### src/rtl/regfile_write_arbiter.sv
// Write-port arbiter for the RegisterFile: WB stage has fixed priority, the multi-cycle unit
// is handshaked and parked in an in-order buffer when it loses. Optional stats: RFARB_STATS_EN.
module regfile_write_arbiter #(
    parameter int DATA_W    = 32,
    parameter int ADDR_W    = 5,
    parameter int BUF_DEPTH = 2,
    localparam int CNT_W    = $clog2(BUF_DEPTH) + 1,
    localparam int PTR_W    = (BUF_DEPTH > 1) ? $clog2(BUF_DEPTH) : 1
) (
    input  logic              Clk,
    input  logic              Rst_n,
    input  logic              WbValid,
    input  logic [ADDR_W-1:0] WbReg,
    input  logic [DATA_W-1:0] WbData,
    input  logic              MuValid,
    input  logic [ADDR_W-1:0] MuReg,
    input  logic [DATA_W-1:0] MuData,
    output logic              MuReady,
    output logic              RegWrite,
    output logic [ADDR_W-1:0] WriteRegister,
    output logic [DATA_W-1:0] WriteData,
    output logic [CNT_W-1:0]  BufCount
`ifdef RFARB_STATS_EN
    ,
    output logic [15:0]       WbWrCnt,
    output logic [15:0]       MuWrCnt,
    output logic [15:0]       ConflictCnt
`endif
);

    function automatic logic [PTR_W-1:0] ptr_inc(input logic [PTR_W-1:0] p);
        logic [PTR_W-1:0] r;
        if (p == PTR_W'(BUF_DEPTH - 1)) begin
            r = '0;
        end else begin
            r = p + PTR_W'(1);
        end
        return r;
    endfunction

    logic [ADDR_W-1:0]    mem_reg_q  [BUF_DEPTH];
    logic [DATA_W-1:0]    mem_data_q [BUF_DEPTH];
    logic [BUF_DEPTH-1:0] vld_q, vld_d;
    logic [PTR_W-1:0]     head_q, head_d, tail_q, tail_d;
    logic [CNT_W-1:0]     cnt_q, cnt_d;

    logic              rw_q, rw_d;
    logic [ADDR_W-1:0] wr_reg_q, wr_reg_d;
    logic [DATA_W-1:0] wr_data_q, wr_data_d;

    logic mu_ready_s, mu_acc_s, mu_live_s, wb_live_s;
    logic push_s, pop_s, issue_mu_s;

    // Grant selection, buffer bookkeeping and squash of stale buffered entries
    always_comb begin
        mu_ready_s = (cnt_q < CNT_W'(BUF_DEPTH));
        mu_acc_s   = MuValid & mu_ready_s;
        mu_live_s  = mu_acc_s & (MuReg != '0);
        wb_live_s  = WbValid & (WbReg != '0);

        rw_d       = 1'b0;
        wr_reg_d   = wr_reg_q;
        wr_data_d  = wr_data_q;
        push_s     = 1'b0;
        pop_s      = 1'b0;
        issue_mu_s = 1'b0;
        vld_d      = vld_q;

        if (wb_live_s) begin
            rw_d      = 1'b1;
            wr_reg_d  = WbReg;
            wr_data_d = WbData;
            push_s    = mu_live_s;
            // Buffered MU results are older than this WB write, so they must never land
            for (int i = 0; i < BUF_DEPTH; i++) begin
                if (mem_reg_q[i] == WbReg) begin
                    vld_d[i] = 1'b0;
                end else begin
                    vld_d[i] = vld_q[i];
                end
            end
        end else if (cnt_q != '0) begin
            pop_s      = 1'b1;
            rw_d       = vld_q[head_q];
            issue_mu_s = vld_q[head_q];
            wr_reg_d   = mem_reg_q[head_q];
            wr_data_d  = mem_data_q[head_q];
            push_s     = mu_live_s;
        end else if (mu_live_s) begin
            rw_d       = 1'b1;
            issue_mu_s = 1'b1;
            wr_reg_d   = MuReg;
            wr_data_d  = MuData;
        end else begin
            rw_d = 1'b0;
        end

        if (push_s) begin
            vld_d[tail_q] = 1'b1;
        end else begin
            vld_d[tail_q] = vld_d[tail_q];
        end

        head_d = pop_s  ? ptr_inc(head_q) : head_q;
        tail_d = push_s ? ptr_inc(tail_q) : tail_q;
        cnt_d  = cnt_q + CNT_W'(push_s) - CNT_W'(pop_s);
    end

    // Buffer storage, pointers and registered write-port outputs
    always_ff @(posedge Clk) begin
        if (!Rst_n) begin
            for (int i = 0; i < BUF_DEPTH; i++) begin
                mem_reg_q[i]  <= '0;
                mem_data_q[i] <= '0;
            end
            vld_q     <= '0;
            head_q    <= '0;
            tail_q    <= '0;
            cnt_q     <= '0;
            rw_q      <= 1'b0;
            wr_reg_q  <= '0;
            wr_data_q <= '0;
        end else begin
            if (push_s) begin
                mem_reg_q[tail_q]  <= MuReg;
                mem_data_q[tail_q] <= MuData;
            end
            vld_q     <= vld_d;
            head_q    <= head_d;
            tail_q    <= tail_d;
            cnt_q     <= cnt_d;
            rw_q      <= rw_d;
            wr_reg_q  <= wr_reg_d;
            wr_data_q <= wr_data_d;
        end
    end

    assign MuReady       = mu_ready_s;
    assign RegWrite      = rw_q;
    assign WriteRegister = wr_reg_q;
    assign WriteData     = wr_data_q;
    assign BufCount      = cnt_q;

`ifdef RFARB_STATS_EN
    function automatic logic [15:0] sat_inc(input logic [15:0] v, input logic en);
        logic [15:0] r;
        if (en && (v != 16'hFFFF)) begin
            r = v + 16'd1;
        end else begin
            r = v;
        end
        return r;
    endfunction

    logic [15:0] wb_cnt_q, mu_cnt_q, cf_cnt_q;

    // Saturating activity counters
    always_ff @(posedge Clk) begin
        if (!Rst_n) begin
            wb_cnt_q <= 16'd0;
            mu_cnt_q <= 16'd0;
            cf_cnt_q <= 16'd0;
        end else begin
            wb_cnt_q <= sat_inc(wb_cnt_q, wb_live_s);
            mu_cnt_q <= sat_inc(mu_cnt_q, issue_mu_s);
            cf_cnt_q <= sat_inc(cf_cnt_q, WbValid & (MuValid | (cnt_q != '0)));
        end
    end

    assign WbWrCnt     = wb_cnt_q;
    assign MuWrCnt     = mu_cnt_q;
    assign ConflictCnt = cf_cnt_q;
`endif

endmodule

### config.mk
export PLATFORM = sky130hd
export DESIGN_NAME = regfile_write_arbiter
export DESIGN_NICKNAME = d
export VERILOG_FILES = /design/src/rtl/regfile_write_arbiter.sv
export SDC_FILE = /design/constraint.sdc
export NUM_CORES = 1
export LEC_CHECK = 0
export ABC_AREA = 1
export CORE_AREA = 2 2 96 117
export CTS_BUF_LIST = sky130_fd_sc_hd__clkbuf_4
export DETAILED_ROUTE_END_ITERATION = 7
export DIE_AREA = 0 0 98 119
export PLACE_DENSITY_LB_ADDON = 0.3
export SETUP_SLACK_MARGIN = 0.1
export SYNTH_ARGS = -nofsm -noshare
export SYNTH_HDL_FRONTEND = slang
export SYNTH_SLANG_ARGS = --single-unit
### constraint.sdc
create_clock -name Clk -period 5.4 [get_ports Clk]
set_input_delay 1.35 -clock Clk [delete_from_list [all_inputs] [get_ports Clk]]
set_output_delay 1.35 -clock Clk [all_outputs]
set_load 0.02 [all_outputs]
==> out/qor.yml <==
setup_path:
  reg2reg_to: "BufCount[1]"
  end_kind: "register"
  ff2ff_setup_slack_ns: 2.97
  criticalPathCategory: "in -> reg"
  cp.required_ns: 5.81
  start_kind: "primary input"
  cp_cell_sequence: "clkdlybuf4s50_1 -> nor2_1 -> nand3b_1 -> nand2_2 -> nand2_2 -> nor2_4 -> inv_2 -> o21ai_0 -> nor2_1"
  cp_max_fo: 40
  rr_worst_depth: 9
  slowest_stage: "nor2_4"
  max_stage_delay_ns: 0.65
  r2r-start: "BufCount[1]"
  crit_family: "simple AND/OR/NAND/NOR gates"
  worst-path-buf-inv: 2
  arrival_ns: 3.81
floorplan:
  die_h_um: 119
  io_pins: 119
  die_x_um: 98
  core_sq_um: 10700
  rows: 42
  dieArea_sq_um: 11700
  initial_utilization: 0.558
cts:
  path_clk_slew_ns: 0.10
  cts_buffers: 17
  cts-root-buf: "clkbuf_4"
  ctsHoldBuffers: 0
  cts_tree: "yes"
  h-tree-depth: 4
  clock_latency_ns: 0.53
  clk_path_buf_depth: 2
  post_cts_resized: 0
  cts_sinks: 119
  cts_setup_buffers: 0
sta:
  maxSlewHeadroom: 0.201
  setup_viol: 0
  whs_ns: 0.482
  tightest_slew_ns: 1.20
  period_share: 0.629
  period_needed_ns: 3.40
  setup-tns-final_ns: 0
  final_max_slew_viol_count: 0
  finClkSkew_ns: 0.0197
  rsz0062_at_grt: "false"
  hold_viol: 0
  max_freq_mhz: 294
drt:
  vias: 5209
  drc_errors: 0
  drt_first_pass_iters: 5
  viasPerCell: 5.10
  avgRoutedWirePerCell_um: 14.7
  routed_wl_mm: 15.0
  first_iter_violations: 323
  drt-met1-wl_mm: 5.65
  wl_met3_um: 784
  top_layer_used: "met4"
  dr_wl_met2_mm: 8.04
  postRouteAntennaNets: 0
hold_path:
  hold_end: "vld_q[0]"
  hold_depth: 2
  hold_path.startpoint: "vld_q[0]"
  hp-class: "reg -> reg"
global_route:
  overflow: 0
  antenna_found_initial: 0
  grt_pass1_vias: 5074
  grt_pass1_wl_mm: 23.9
  grt_usage: 0.264
  grt_max_degree: 75
power_and_ir_drop:
  cellPowerDensity_nw_per_um2: 300
  leakagePower_nw: 3.36
  vdd_ir_drop_max_v: 0.000180
  finalPower_mw: 2.22
placement:
  io_buffer_count: 118
  placement.cell_area_sq_um: 7150
  gp_congestion: 0.881
  hpwl_mm: 10.3
final_layout:
  diodes: 0
  multi_input_area_sq_um: 2070
  fillers: 912
  layout-drive-gt1-share: 0.0607
  area_delta_synth_final_pct: 23.9
  regArea_sq_um: 3120
  finish.instance_area_sq_um: 7380
  nNetsFinal: 957
synth:
  yosysWarnings: 0
  synth_seq_cells: 119
  synthDistinctLibCells: 26
  synthCells: 778
  synthesis.nets: 857
  syn_area_sq_um: 5960
  avgSynthCellArea_sq_um: 7.66
  yosysSeqAreaShare: 0.524
run_status:
  status: "finished, final reports clean"
job:
  drv_cap: 0
==> registers in the layout, summed over array words and instances, names as in the netlist, named ones only <==
name           cells
RegWrite           1
tail_q             1
WriteRegister      5
WriteData         32
head_q             1
mem_reg_q         10
vld_q              2
mem_data_q        64
BufCount           2
==> area by class of cell <==
cell class / count / area share
Clock buffer: 20 / 0.0203
Clock inverter: 11 / 0.0114
Inverter: 150 / 0.0763
Multi-Input combinational cell: 466 / 0.280
Sequential cell: 119 / 0.423
Tap cell: 132 / 0.0224
Timing Repair Buffer: 124 / 0.166
==> routing by layer <==
layer / global-route usage / up-vias
met1: 0.292 / 2405
met3: 0.0569 / 32
li1: - / 2610
met5: 0 / -
met2: 0.488 / 162
met4: 0.107 / 0
==> cell families (layout without fill, tap and decap cells) <==
| group | count (synthesis) | count (layout) | synth area share |
|---|---|---|---|
| XOR/XNOR | 8 | 8 | 0.0118 |
| AND/OR/NAND/NOR | 337 | 337 | 0.231 |
| buffers and inverters | 193 | 305 | 0.129 |
| flip-flops | 119 | 119 | 0.524 |
| adder cells (fa/ha/maj) | 1 | 1 | 0.00210 |
| AO/OA/AOI/OAI | 119 | 119 | 0.100 |
| multiplexers | 1 | 1 | 0.00168 |
==> Yosys cell counts <==
| cell | n | area share |
|---|---|---|
| nor2_2 | 8 | 0.0084 |
| nor3_1 | 33 | 0.028 |
| o21ai_0 | 96 | 0.081 |
| mux2i_1 | 1 | 0.0017 |
| xor2_1 | 3 | 0.0044 |
| ha_1 | 1 | 0.0021 |
| inv_1 | 146 | 0.092 |
| nand3_1 | 7 | 0.0059 |
| inv_2 | 4 | 0.0025 |
| buf_2 | 24 | 0.020 |
| nand2_1 | 130 | 0.082 |
| nor2_4 | 2 | 0.0038 |
| o211ai_1 | 1 | 0.0013 |
| buf_6 | 2 | 0.0038 |
| xnor2_1 | 5 | 0.0074 |
| a21oi_1 | 5 | 0.0042 |
| o21ai_1 | 17 | 0.014 |
| nand3_2 | 1 | 0.0017 |
| buf_1 | 1 | 0.00063 |
| dfxtp_1 | 45 | 0.15 |
| clkbuf_1 | 16 | 0.010 |
| edfxtp_1 | 74 | 0.37 |
| nand3b_1 | 2 | 0.0025 |
| nand4_1 | 3 | 0.0032 |
| nor2_1 | 150 | 0.095 |
| nand2_2 | 1 | 0.0011 |
==> worst max path at each step <==
stage / startpoint / to / cells past startpoint
final: WbReg[1] / WriteData[15] / 9
after global routing: WbReg[1] / WriteData[25] / 9
after CTS: WbReg[1] / WriteData[25] / 9
after detailed placement: WbReg[1] / WriteData[3] / 9
after global placement: WbReg[1] / WriteRegister[0] / 9
after floorplan: WbReg[2] / mem_data_q[1][0] / 10
==> worst register-to-register path, stage by stage (launching register included) <==
cell	delay, ns
dfxtp_1	0.44
nor2_1	0.12
inv_2	0.78
nand2_1	0.33
o21ai_0	0.27
ha_1	0.18
inv_1	0.05
nand3_1	0.07
nand2_1	0.05
nor2_1	0.09
==> placed cells by master, fill, tap and decap left out, types with 2 or more instances in the layout <==
master and instances:
inv_1 146, clkinv_2 3, inv_2 6, inv_4 2, xor2_1 3, nand2_1 129
buf_4 6, nand3b_1 2, nor2_4 2, clkinvlp_4 2, dfxtp_1 44, o21ai_1 17
xnor2_1 5, edfxtp_1 74, nand3_1 7, nor2_1 150, o21ai_0 96, nand2_2 2
clkdlybuf4s50_1 118, nor3_1 33, nand4_1 3, a21oi_1 5, nor2_2 8, clkbuf_4 20
==> per-stage QoR <==
step | instances | util | setup slack, ns
after global routing | 1022 | 0.692 | 1.76
final | 1022 | 0.692 | 2.00
after CTS | 1022 | 0.692 | 2.06
after detailed placement | 991 | 0.670 | 1.48
after global placement | 991 | 0.670 | 1.53
after floorplan | 778 | - | 2.06
==> where the power goes <==
part / internal [mW] / switching, mW / total, mW
clock: 0.235 / 0.328 / 0.562
sequential: 1.05 / 0.0562 / 1.11
combinational: 0.215 / 0.328 / 0.543
total: 1.50 / 0.712 / 2.22
Note: power is estimated with default switching activity, not from simulation.
